### src/rtl/ws_pkg.sv
// rtl/ws_pkg.sv - shared psum types, drain FSM states and address helper
package ws_pkg;

    typedef logic [63:0] psum_t;

    typedef enum logic [1:0] {
        DR_IDLE  = 2'd0,
        DR_ISSUE = 2'd1,
        DR_FLUSH = 2'd2,
        DR_DONE  = 2'd3
    } drain_state_t;

    localparam int PSUM_BYTES      = 8;
    localparam int PSUM_ADDR_SHIFT = $clog2(PSUM_BYTES);

    // Byte address of a psum word; wraps at 32 bits.
    function automatic logic [31:0] psum_word_addr(input logic [31:0] base, input logic [15:0] word);
        return base + ({16'd0, word} << PSUM_ADDR_SHIFT);
    endfunction

endpackage

### src/rtl/psum_drain_fifo.sv
// rtl/psum_drain_fifo.sv - output buffer of {tlast, psum} beats with occupancy count
module psum_drain_fifo
    import ws_pkg::*;
#(
    parameter int DEPTH = 4,
    parameter int CNT_W = $clog2(DEPTH + 1)
) (
    input  logic             clk,
    input  logic             rst,
    input  logic             push,
    input  psum_t            push_data,
    input  logic             push_last,
    input  logic             pop,
    output psum_t            head_data,
    output logic             head_last,
    output logic             empty,
    output logic [CNT_W-1:0] count
);

    localparam int PTR_W = (DEPTH > 1) ? $clog2(DEPTH) : 1;

    psum_t            mem_data [DEPTH];
    logic             mem_last [DEPTH];
    logic [PTR_W-1:0] wr_ptr;
    logic [PTR_W-1:0] rd_ptr;
    logic             full;
    logic             wr_en;
    logic             rd_en;

    function automatic logic [PTR_W-1:0] ptr_next(input logic [PTR_W-1:0] p);
        return (p == PTR_W'(DEPTH - 1)) ? '0 : p + 1'b1;
    endfunction

    assign empty     = (count == '0);
    assign full      = (count == CNT_W'(DEPTH));
    // A push into a full buffer is accepted only when the head leaves in the same cycle.
    assign wr_en     = push && (!full || pop);
    assign rd_en     = pop && !empty;
    assign head_data = mem_data[rd_ptr];
    assign head_last = mem_last[rd_ptr];

    // Storage, pointers and occupancy; contents cleared so tdata reads zero out of reset.
    always_ff @(posedge clk or posedge rst) begin
        if (rst) begin
            wr_ptr <= '0;
            rd_ptr <= '0;
            count  <= '0;
            for (int i = 0; i < DEPTH; i++) begin
                mem_data[i] <= '0;
                mem_last[i] <= 1'b0;
            end
        end else begin
            if (wr_en) begin
                mem_data[wr_ptr] <= push_data;
                mem_last[wr_ptr] <= push_last;
                wr_ptr           <= ptr_next(wr_ptr);
            end
            if (rd_en) begin
                rd_ptr <= ptr_next(rd_ptr);
            end
            if (wr_en && !rd_en) begin
                count <= count + 1'b1;
            end else if (!wr_en && rd_en) begin
                count <= count - 1'b1;
            end
        end
    end

endmodule

### src/rtl/psum_drain.sv
// rtl/psum_drain.sv - sweeps all psum BRAMs through port b and streams each word as one beat
module psum_drain
    import ws_pkg::*;
#(
    parameter int ROWS       = 3,
    parameter int RD_LAT     = 2,
    parameter int FIFO_DEPTH = 4
) (
    input  logic                   clk,
    input  logic                   rst,
    input  logic                   start,
    input  logic [31:0]            base_addr,
    input  logic [15:0]            words_per_row,
    output logic                   busy,
    output logic                   done,
    output logic [ROWS-1:0][31:0]  psum_rd_addr,
    input  logic [ROWS-1:0][63:0]  psum_rd_data,
    output logic [63:0]            m_axis_tdata,
    output logic                   m_axis_tvalid,
    input  logic                   m_axis_tready,
    output logic                   m_axis_tlast
);

    localparam int ROW_W = (ROWS > 1) ? $clog2(ROWS) : 1;
    localparam int CNT_W = $clog2(FIFO_DEPTH + 1);
    localparam int INF_W = $clog2(RD_LAT + 1);
    localparam int OCC_W = $clog2(FIFO_DEPTH + RD_LAT + 1) + 1;

    drain_state_t      state;
    logic [ROW_W-1:0]  row_q;
    logic [15:0]       word_q;
    logic [31:0]       base_q;
    logic [15:0]       wpr_q;
    logic [31:0]       addr_q;

    logic [RD_LAT-1:0] tag_valid;
    logic [RD_LAT-1:0] tag_last;
    logic [ROW_W-1:0]  tag_row [RD_LAT];

    logic [INF_W-1:0]  inflight;
    logic [OCC_W-1:0]  occ;
    logic [CNT_W-1:0]  fifo_count;
    logic              fifo_empty;
    logic              pop;
    logic              issue;
    logic              word_last;
    logic              row_last;
    logic              issue_last;
    logic [15:0]       next_word;

    assign pop        = m_axis_tvalid && m_axis_tready;
    assign word_last  = (word_q == wpr_q - 16'd1);
    assign row_last   = (row_q == ROW_W'(ROWS - 1));
    assign issue_last = word_last && row_last;
    assign next_word  = word_last ? 16'd0 : word_q + 16'd1;

    // Count reads still travelling through the BRAM latency.
    always_comb begin
        inflight = '0;
        for (int i = 0; i < RD_LAT; i++) begin
            inflight = inflight + INF_W'(tag_valid[i]);
        end
    end

    // Credit: every issued read already owns a FIFO slot, so a beat leaving this cycle frees one.
    assign occ   = OCC_W'(fifo_count) + OCC_W'(inflight) - OCC_W'(pop);
    assign issue = (state == DR_ISSUE) && (occ < OCC_W'(FIFO_DEPTH));

    // Sweep FSM with row/word counters and the registered read address.
    always_ff @(posedge clk or posedge rst) begin
        if (rst) begin
            state  <= DR_IDLE;
            row_q  <= '0;
            word_q <= '0;
            base_q <= '0;
            wpr_q  <= '0;
            addr_q <= '0;
        end else begin
            case (state)
                DR_IDLE: begin
                    if (start) begin
                        row_q  <= '0;
                        word_q <= '0;
                        base_q <= base_addr;
                        wpr_q  <= words_per_row;
                        if (words_per_row == 16'd0) begin
                            state <= DR_DONE;
                        end else begin
                            addr_q <= base_addr;
                            state  <= DR_ISSUE;
                        end
                    end
                end
                DR_ISSUE: begin
                    if (issue) begin
                        word_q <= next_word;
                        addr_q <= psum_word_addr(base_q, next_word);
                        if (word_last) begin
                            row_q <= row_q + 1'b1;
                        end
                        if (issue_last) begin
                            state <= DR_FLUSH;
                        end
                    end
                end
                DR_FLUSH: begin
                    // Leave as the tlast beat is accepted so done follows it by one cycle.
                    if (inflight == '0 &&
                        (fifo_count == '0 || (fifo_count == CNT_W'(1) && pop))) begin
                        state <= DR_DONE;
                    end
                end
                default: begin
                    state <= DR_IDLE;
                end
            endcase
        end
    end

    // Tag pipeline carrying {row, last} alongside each read for RD_LAT cycles.
    always_ff @(posedge clk or posedge rst) begin
        if (rst) begin
            tag_valid <= '0;
            tag_last  <= '0;
            for (int i = 0; i < RD_LAT; i++) begin
                tag_row[i] <= '0;
            end
        end else begin
            tag_valid[0] <= issue;
            tag_last[0]  <= issue_last;
            tag_row[0]   <= row_q;
            for (int i = 1; i < RD_LAT; i++) begin
                tag_valid[i] <= tag_valid[i-1];
                tag_last[i]  <= tag_last[i-1];
                tag_row[i]   <= tag_row[i-1];
            end
        end
    end

    psum_drain_fifo #(
        .DEPTH (FIFO_DEPTH),
        .CNT_W (CNT_W)
    ) u_fifo (
        .clk       (clk),
        .rst       (rst),
        .push      (tag_valid[RD_LAT-1]),
        .push_data (psum_rd_data[tag_row[RD_LAT-1]]),
        .push_last (tag_last[RD_LAT-1]),
        .pop       (pop),
        .head_data (m_axis_tdata),
        .head_last (m_axis_tlast),
        .empty     (fifo_empty),
        .count     (fifo_count)
    );

    assign m_axis_tvalid = !fifo_empty;
    assign busy          = (state != DR_IDLE);
    assign done          = (state == DR_DONE);

    // Every row's port b reads the same word index.
    always_comb begin
        for (int r = 0; r < ROWS; r++) begin
            psum_rd_addr[r] = addr_q;
        end
    end

endmodule

### config.mk
export PLATFORM = sky130hd
export DESIGN_NAME = psum_drain
export DESIGN_NICKNAME = d
export VERILOG_FILES = /design/src/rtl/ws_pkg.sv /design/src/rtl/psum_drain_fifo.sv /design/src/rtl/psum_drain.sv
export SDC_FILE = /design/constraint.sdc
export NUM_CORES = 1
export LEC_CHECK = 0
export CORE_UTILIZATION = 50
export CTS_CLUSTER_DIAMETER = 120
export CTS_CLUSTER_SIZE = 28
export DETAILED_ROUTE_END_ITERATION = 8
export GPL_TIMING_DRIVEN = 0
export PLACE_DENSITY_LB_ADDON = 0.1
export SYNTH_ARGS = -nofsm -noshare
export SYNTH_HDL_FRONTEND = slang
export SYNTH_SLANG_ARGS = --single-unit
### constraint.sdc
create_clock -name clk -period 37.2 [get_ports clk]
set_clock_uncertainty 0.15 [all_clocks]
set_input_delay 7.44 -clock clk [delete_from_list [all_inputs] [get_ports clk]]
set_output_delay 7.44 -clock clk [all_outputs]
set_load 0.03 [all_outputs]
==> results of run 1 <==
-- area by class of cell --
type,instances,area [um2],area share
multi-input combinational,1329,8840,0.360
sequential,375,9380,0.382
tap,511,639,0.0260
clock inverter,2,28.8,0.00117
timing repair buffer,409,4130,0.168
clock buffer,17,425,0.0173
buffer,189,987,0.0401
antenna,2,5.00,0.000204
inverter,38,150,0.00611
-- power breakdown --
group | leakage [nW] | total [W] | internal (W) | switching, W
clock | 0.224 | 0.000215 | 0.0000851 | 0.000130
combinational | 5.56 | 0.00109 | 0.000490 | 0.000605
sequential | 4.82 | 0.000687 | 0.000575 | 0.000112
total | 10.6 | 0.00200 | 0.00115 | 0.000848
-- registers in the layout, summed over array words and instances (netlist names) --
register	flops
row_q	2
wpr_q	16
u_fifo.mem_last	4
word_q	16
tag_row	4
u_fifo.wr_ptr	2
u_fifo.count	3
tag_last	2
tag_valid	2
base_q	32
state	2
u_fifo.rd_ptr	2
addr_q	32
u_fifo.mem_data	256
-- stage by stage --
| step | std cells | setup slack [ns] | util |
|---|---|---|---|
| 6_report | 2872 | 25.61 | 0.650 |
| 3_3_place_gp | 2849 | 15.03 | 0.636 |
| 3_5_place_dp | 2851 | 25.99 | 0.638 |
| 2_1_floorplan | 1931 | 19.19 | - |
| 5_1_grt | 2871 | 25.41 | 0.650 |
| 4_1_cts | 2870 | 25.58 | 0.650 |
-- per-layer routing --
layer | global-route usage | up-vias | wire length, um
met2 | 0.481 | 547 | 27600
met1 | 0.363 | 8032 | 22400
met3 | 0.0487 | 103 | 3860
met5 | 0 | - | 24
li1 | - | 7502 | -
met4 | 0.112 | 4 | 2220
-- worst register-to-register path: stages, from the launching register on --
cell and delay, ns:
dfrtp_1 0.39, buf_6 0.13, nor4_1 0.79, nand3_1 0.29
o21ai_0 0.31, nor4_2 0.07, and4b_1 0.19, buf_6 0.14
buf_6 0.14, buf_4 0.16, nor2_1 0.13, ha_1 0.22
inv_1 0.06, fa_1 0.39, nor2b_1 0.20, o31a_1 0.20
o31ai_1 0.13, a211oi_1 0.41, a21oi_1 0.23, or3_1 0.39
a31o_2 0.25, o21ai_0 0.14
-- synthesized netlist by cell type, types with 21 or more instances --
library cell,number,area (um2)
a21oi_1,93,465
and3_1,21,131
buf_1,21,78.8
buf_4,66,495
clkbuf_1,98,368
dfrtp_1,375,9380
ha_1,40,500
inv_1,38,143
mux2_2,53,597
mux2i_1,88,881
mux4_2,65,1460
nand2_1,329,1230
nor2_1,106,398
o21ai_0,325,1630
xnor2_1,38,333
-- final timing paths --
kind / start / endpoint / slack [ns] / cells after the start
max reg2reg: wpr_q[2]$_DFFE_PP0P_ / addr_q[21]$_DFFE_PP0P_ / 31.62 / 21
min: tag_row[2]$_DFF_PP0_ / tag_row[0]$_DFF_PP0_ / 0.20 / 0
min in group asynchronous: rst / wpr_q[2]$_DFFE_PP0P_ / 7.36 / 2
max: u_fifo.rd_ptr[1]$_DFFE_PP0P_ / m_axis_tdata[62] / 25.61 / 5
min reg2reg: tag_row[2]$_DFF_PP0_ / tag_row[0]$_DFF_PP0_ / 0.20 / 0
max in group asynchronous: rst / u_fifo.mem_data[139]$_DFFE_PP0P_ / 27.88 / 4
-- cells in the final DEF (no fill, tap or decap), types with 6 or more instances in the layout --
| master | count |
|---|---|
| nor3_1 | 17 |
| ha_1 | 40 |
| buf_4 | 66 |
| and3_1 | 21 |
| xor2_1 | 17 |
| a21oi_1 | 93 |
| mux2_2 | 53 |
| mux4_2 | 65 |
| buf_1 | 21 |
| nand4_1 | 8 |
| or3_1 | 8 |
| clkbuf_16 | 17 |
| a31oi_1 | 6 |
| nand2_1 | 329 |
| xnor2_1 | 38 |
| inv_1 | 37 |
| nor2_1 | 106 |
| clkbuf_1 | 98 |
| dfrtp_1 | 375 |
| mux2i_1 | 88 |
| clkdlybuf4s50_1 | 407 |
| o21ai_0 | 325 |
| nor4_1 | 10 |
| nand3_1 | 15 |
| a21o_1 | 10 |
| nor2b_1 | 8 |
-- cells by family (layout without fill, tap and decap cells) --
| kind of cell | after synthesis | in the layout | share of synthesized area |
|---|---|---|---|
| adders and majority gates | 41 | 41 | 0.0269 |
| DFF | 375 | 375 | 0.485 |
| AOI/OAI and AO/OA | 478 | 478 | 0.132 |
| buffers and inverters | 227 | 655 | 0.0584 |
| and+or+nand+nor | 549 | 549 | 0.121 |
| muxes | 206 | 206 | 0.152 |
| other | 0 | 2 | 0 |
| xor gates and xnor gates | 55 | 55 | 0.0249 |
==> results.ini, run 1 <==
[die]
die_y_um = 199
ios = 408
core_um2 = 37800
row_count = 71
start_util = 0.511
die_x_um = 199
die_area_um2 = 39500

[critical_path]
path_class = register to primary output
max_stage_delay_ns = 0.74
cp_top_family = buffers and inverters
crit_slowest_cell = clkdlybuf4s50_1
cp_cell_sequence = buf_1 > clkbuf_1 > clkbuf_1 > mux4_2 > clkdlybuf4s50_1
cp-start-kind = register
worstSetupEndpointType = primary output
worstPathMaxFanout = 10
path_buf_inv = 4
worstPathArrival_ns = 4.00
path_common_cell = clkbuf_1
worstPathRequired_ns = 29.61

[timing]
max_slew.worst_pin.slew_ns = 1.40
period_share = 0.311
relSlewSlack = 0.0637
hold_viol_final = 0
grt_setup_unrepaired = false
period_needed_ns = 11.59
drv_slew = 0
setup_viol = 0
totalNegativeSetupSlack_ns = 0
hold_ws_ns = 0.199
clock.fmax_ghz = 0.0863

[clocking]
cts_buffers = 17
hold_buffers = 0
root_buffer = clkbuf_16
cts.sinks = 375
cts_resized = 0
cts_setup_buffers = 0
htree_levels = 1
worstSkewPairLatency_ns = 0.53
clkSlewWorstSetupHoldPaths_ns = 0.11
cts_tree = built
clk_path_buf_depth = 3

[synthesis]
synth-warning-count = 0
ys_seq_area_frac = 0.485
synth_nets = 2216
synth_edf_count = 0
synth_cell_types = 58
ys.flop_type = dfrtp_1
ys_async_sr_fraction = 1.00
syn_avg_cell_area_um2 = 10.0
syn-cell-area_um2 = 19400
syn_inst = 1931
ys_ff_latch = 375

[global_route]
grt-ovfl-total = 0
grt_first_pass_wirelength_um = 87400
antenna_found_initial = 3
track_usage = 0.284
grt_start_max_net_pins = 136
grt_pass1_vias = 16500

[drt]
dr.pass1.iters = 5
wl_per_cell_um = 19.6
finalWirelength_um = 56200
vias = 16200
drt_iter0_drc = 1007
drcViolationCount = 0
viasPerCell = 5.64
antenna_left = 0

[job]
maxCapViolCount = 0

[power]
power.total_w = 0.00200
peakVddDrop_uv = 59.2
pwr_density_cell_nw_per_um2 = 81.2
leakage_nw = 10.6

[final_layout]
drive_gt1_frac = 0.0928
final_area_um2 = 24600
nets = 2644
fill_cells = 3097
synthToLayoutAreaGrowth_pct = 27.0

[run_status]
status = finished, final reports clean

[placement]
port_buffers = 407
hpwl_um = 41500
place.gp.congestion = 0.883
postPlaceCellArea_um2 = 24100

[worst_hold_path]
hp-class = register to register

Note: power is estimated with default switching activity, not from simulation.
==> run 2: changes to the inputs <==
==> constraint.sdc (replaced) <==
create_clock -name clk -period 11.4 [get_ports clk]
set_clock_uncertainty 0.15 [all_clocks]
set_input_delay 2.28 -clock clk [delete_from_list [all_inputs] [get_ports clk]]
set_output_delay 2.28 -clock clk [all_outputs]
set_load 0.03 [all_outputs]
==> run 2 against run 1 <==
Net effect:
- via count is essentially flat
- largest cell class unchanged
- setup slack got worse by 21 ns
- combinational power grew to 3.3 times the previous value
- sequential cell count stayed put
==> results.ini, run 2 (synthesized netlist as in run 1, its figures left out) <==
[run_status]
status = finished, final reports clean

[critical_path]
cp_num_cells = 5  ; unchanged
rr_worst_depth = 21  ; unchanged
worstPathArrival_ns = 3.94  ; -0.06 ns
rr_endpoint = addr_q[21]$_DFFE_PP0P_
max_stage_delay_ns = 0.75  ; about the same
worstSetupEndpointType = primary output
crit_slowest_cell = clkdlybuf4s50_1
path_class = register to primary output
r2r-start = wpr_q[2]$_DFFE_PP0P_
worstPathMaxFanout = 10  ; unchanged
rrSetupSlack_ns = 5.77  ; -25.85 ns
crit_end = m_axis_tdata[61]
worstPathRequired_ns = 8.97  ; -20.64 ns
path_buf_inv = 4  ; unchanged
cp_top_family = buffers and inverters
cp_cell_sequence = buf_1 > clkbuf_1 > clkbuf_1 > mux4_2 > clkdlybuf4s50_1
path_common_cell = clkbuf_1
cp-startpoint = u_fifo.rd_ptr[1]$_DFFE_PP0P_
cp-start-kind = register

[timing]
period_needed_ns = 6.37
relSlewSlack = 0.150  ; +0.0859
totalNegativeSetupSlack_ns = 0  ; unchanged
finalWorstSetupSlack_ns = 5.03  ; -20.58 ns
setup_viol = 0  ; unchanged
hold_viol_final = 0  ; unchanged
clock.fmax_ghz = 0.157
max_slew.worst_pin.slew_ns = 1.28  ; -0.129 ns
grt_setup_unrepaired = false
drv_slew = 0  ; unchanged
period_share = 0.559

[global_route]
track_usage = 0.281  ; -0.00247
antenna_found_initial = 3  ; unchanged
grt_pass1_vias = 16500  ; +0.35%
grt-ovfl-total = 0  ; unchanged
grt_start_max_net_pins = 43  ; -68%
grt_first_pass_wirelength_um = 87500  ; +0.10%

[placement]
port_buffers = 407  ; unchanged
pre_cts_ws_ns = 5.35  ; -20.64 ns
hpwl_um = 41800  ; +0.72%
place.gp.congestion = 0.869  ; -1.6%

[final_layout]
synthToLayoutAreaGrowth_pct = 27.8
layout_commonest_cell = clkdlybuf4s50_1
final_cell_mix = clkdlybuf4s50_1, dfrtp_1, nand2_1
nets = 2652  ; +0.30%
largest_register_ffs = 256  ; unchanged
top_register = u_fifo.mem_data
drive_gt1_frac = 0.0959  ; +0.00307
fill_cells = 3133  ; +1.2%
top_regs = u_fifo.mem_data (256), addr_q (32), base_q (32)

[clocking]
cts_resized = 0  ; unchanged
cts_buffers = 17  ; unchanged
cts_tree = built
htree_levels = 1  ; unchanged
hold_buffers = 0  ; unchanged
root_buffer = clkbuf_16
clkSlewWorstSetupHoldPaths_ns = 0.11  ; about the same
clk_path_buf_depth = 3  ; unchanged
cts_setup_buffers = 0  ; unchanged
worstSkewPairLatency_ns = 0.53  ; about the same
cts.sinks = 375  ; unchanged

[die]
die_area_um2 = 39500  ; unchanged
row_count = 71  ; unchanged
die_x_um = 199  ; unchanged
start_util = 0.511  ; unchanged
core_um2 = 37800  ; unchanged
ios = 408  ; unchanged
die_y_um = 199  ; unchanged

[power]
pwr_density_cell_nw_per_um2 = 263  ; +220%
leakage_nw = 10.7  ; +0.59%
peakVddDrop_uv = 201  ; +240%

[drt]
finalWirelength_um = 55600  ; -1.1%
vias = 16200  ; -0.093%
wl_per_cell_um = 19.3  ; -1.3%
drcViolationCount = 0  ; unchanged
dr.pass1.iters = 5  ; unchanged
antenna_left = 0  ; unchanged
drt_iter0_drc = 847  ; -16%
viasPerCell = 5.62  ; -0.34%

[worst_hold_path]
hp-class = register to register

[job]
maxCapViolCount = 0  ; unchanged

## run 2: area by class of cell
type / count / area [um2] / share of cell area
Multi-Input combinational cell: 1329 / 8840 / 0.358
Antenna cell: 1 / 2.50 / 0.000101
Buffer: 189 / 987 / 0.0399
Clock inverter: 2 / 28.8 / 0.00116
Inverter: 38 / 146 / 0.00592
Tap cell: 511 / 639 / 0.0259
Clock buffer: 17 / 425 / 0.0172
Timing Repair Buffer: 417 / 4270 / 0.173
Sequential cell: 375 / 9380 / 0.379
## run 2: per-layer routing
| metal | GRT usage | up-vias | part of all wire |
|---|---|---|---|
| li1 | - | 7517 | - |
| met1 | 0.361 | 8074 | 0.41 |
| met2 | 0.495 | 481 | 0.50 |
| met3 | 0.0354 | 97 | 0.052 |
| met4 | 0.0897 | 4 | 0.034 |
| met5 | 0 | - | 0.00047 |
## run 2: through the flow
step,util,area [um2],power [W],cells,hold slack (ns)
floorplan,-,19400,0.00452,1931,0.181
global placement,0.636,24100,0.00572,2849,0.186
detailed placement,0.641,24300,0.00584,2859,0.186
CTS,0.653,24700,0.00655,2878,0.211
global route,0.653,24700,0.00692,2879,0.224
finish,0.653,24700,0.00652,2879,0.211
## run 2: how the worst min path moves through the flow
| stage | from | endpoint | slack (ns) | cells after the start |
|---|---|---|---|---|
| floorplan | tag_last[0]$_DFF_PP0_ | tag_last[1]$_DFF_PP0_ | 0.18 | 0 |
| global placement | tag_last[0]$_DFF_PP0_ | tag_last[1]$_DFF_PP0_ | 0.19 | 0 |
| detailed placement | tag_last[0]$_DFF_PP0_ | tag_last[1]$_DFF_PP0_ | 0.19 | 0 |
| CTS | tag_last[0]$_DFF_PP0_ | tag_last[1]$_DFF_PP0_ | 0.21 | 0 |
| global route | tag_last[0]$_DFF_PP0_ | tag_last[1]$_DFF_PP0_ | 0.22 | 0 |
| finish | tag_last[0]$_DFF_PP0_ | tag_last[1]$_DFF_PP0_ | 0.21 | 0 |
## run 2: worst reg2reg max path: cells and delay by family, from the launching register on
| kind | cells | cell delay, ns |
|---|---|---|
| AO/OA/AOI/OAI | 9 | 2.01 |
| AND/OR/NAND/NOR | 5 | 1.76 |
| buffers and inverters | 5 | 0.64 |
| adder cells (fa/ha/maj) | 2 | 0.59 |
| flip-flops | 1 | 0.39 |
## run 2: where the power goes
part           leakage (nW)  internal [W]  switching [W]
clock                 0.224      0.000278       0.000425
combinational          5.62       0.00160        0.00197
sequential             4.82       0.00188       0.000366
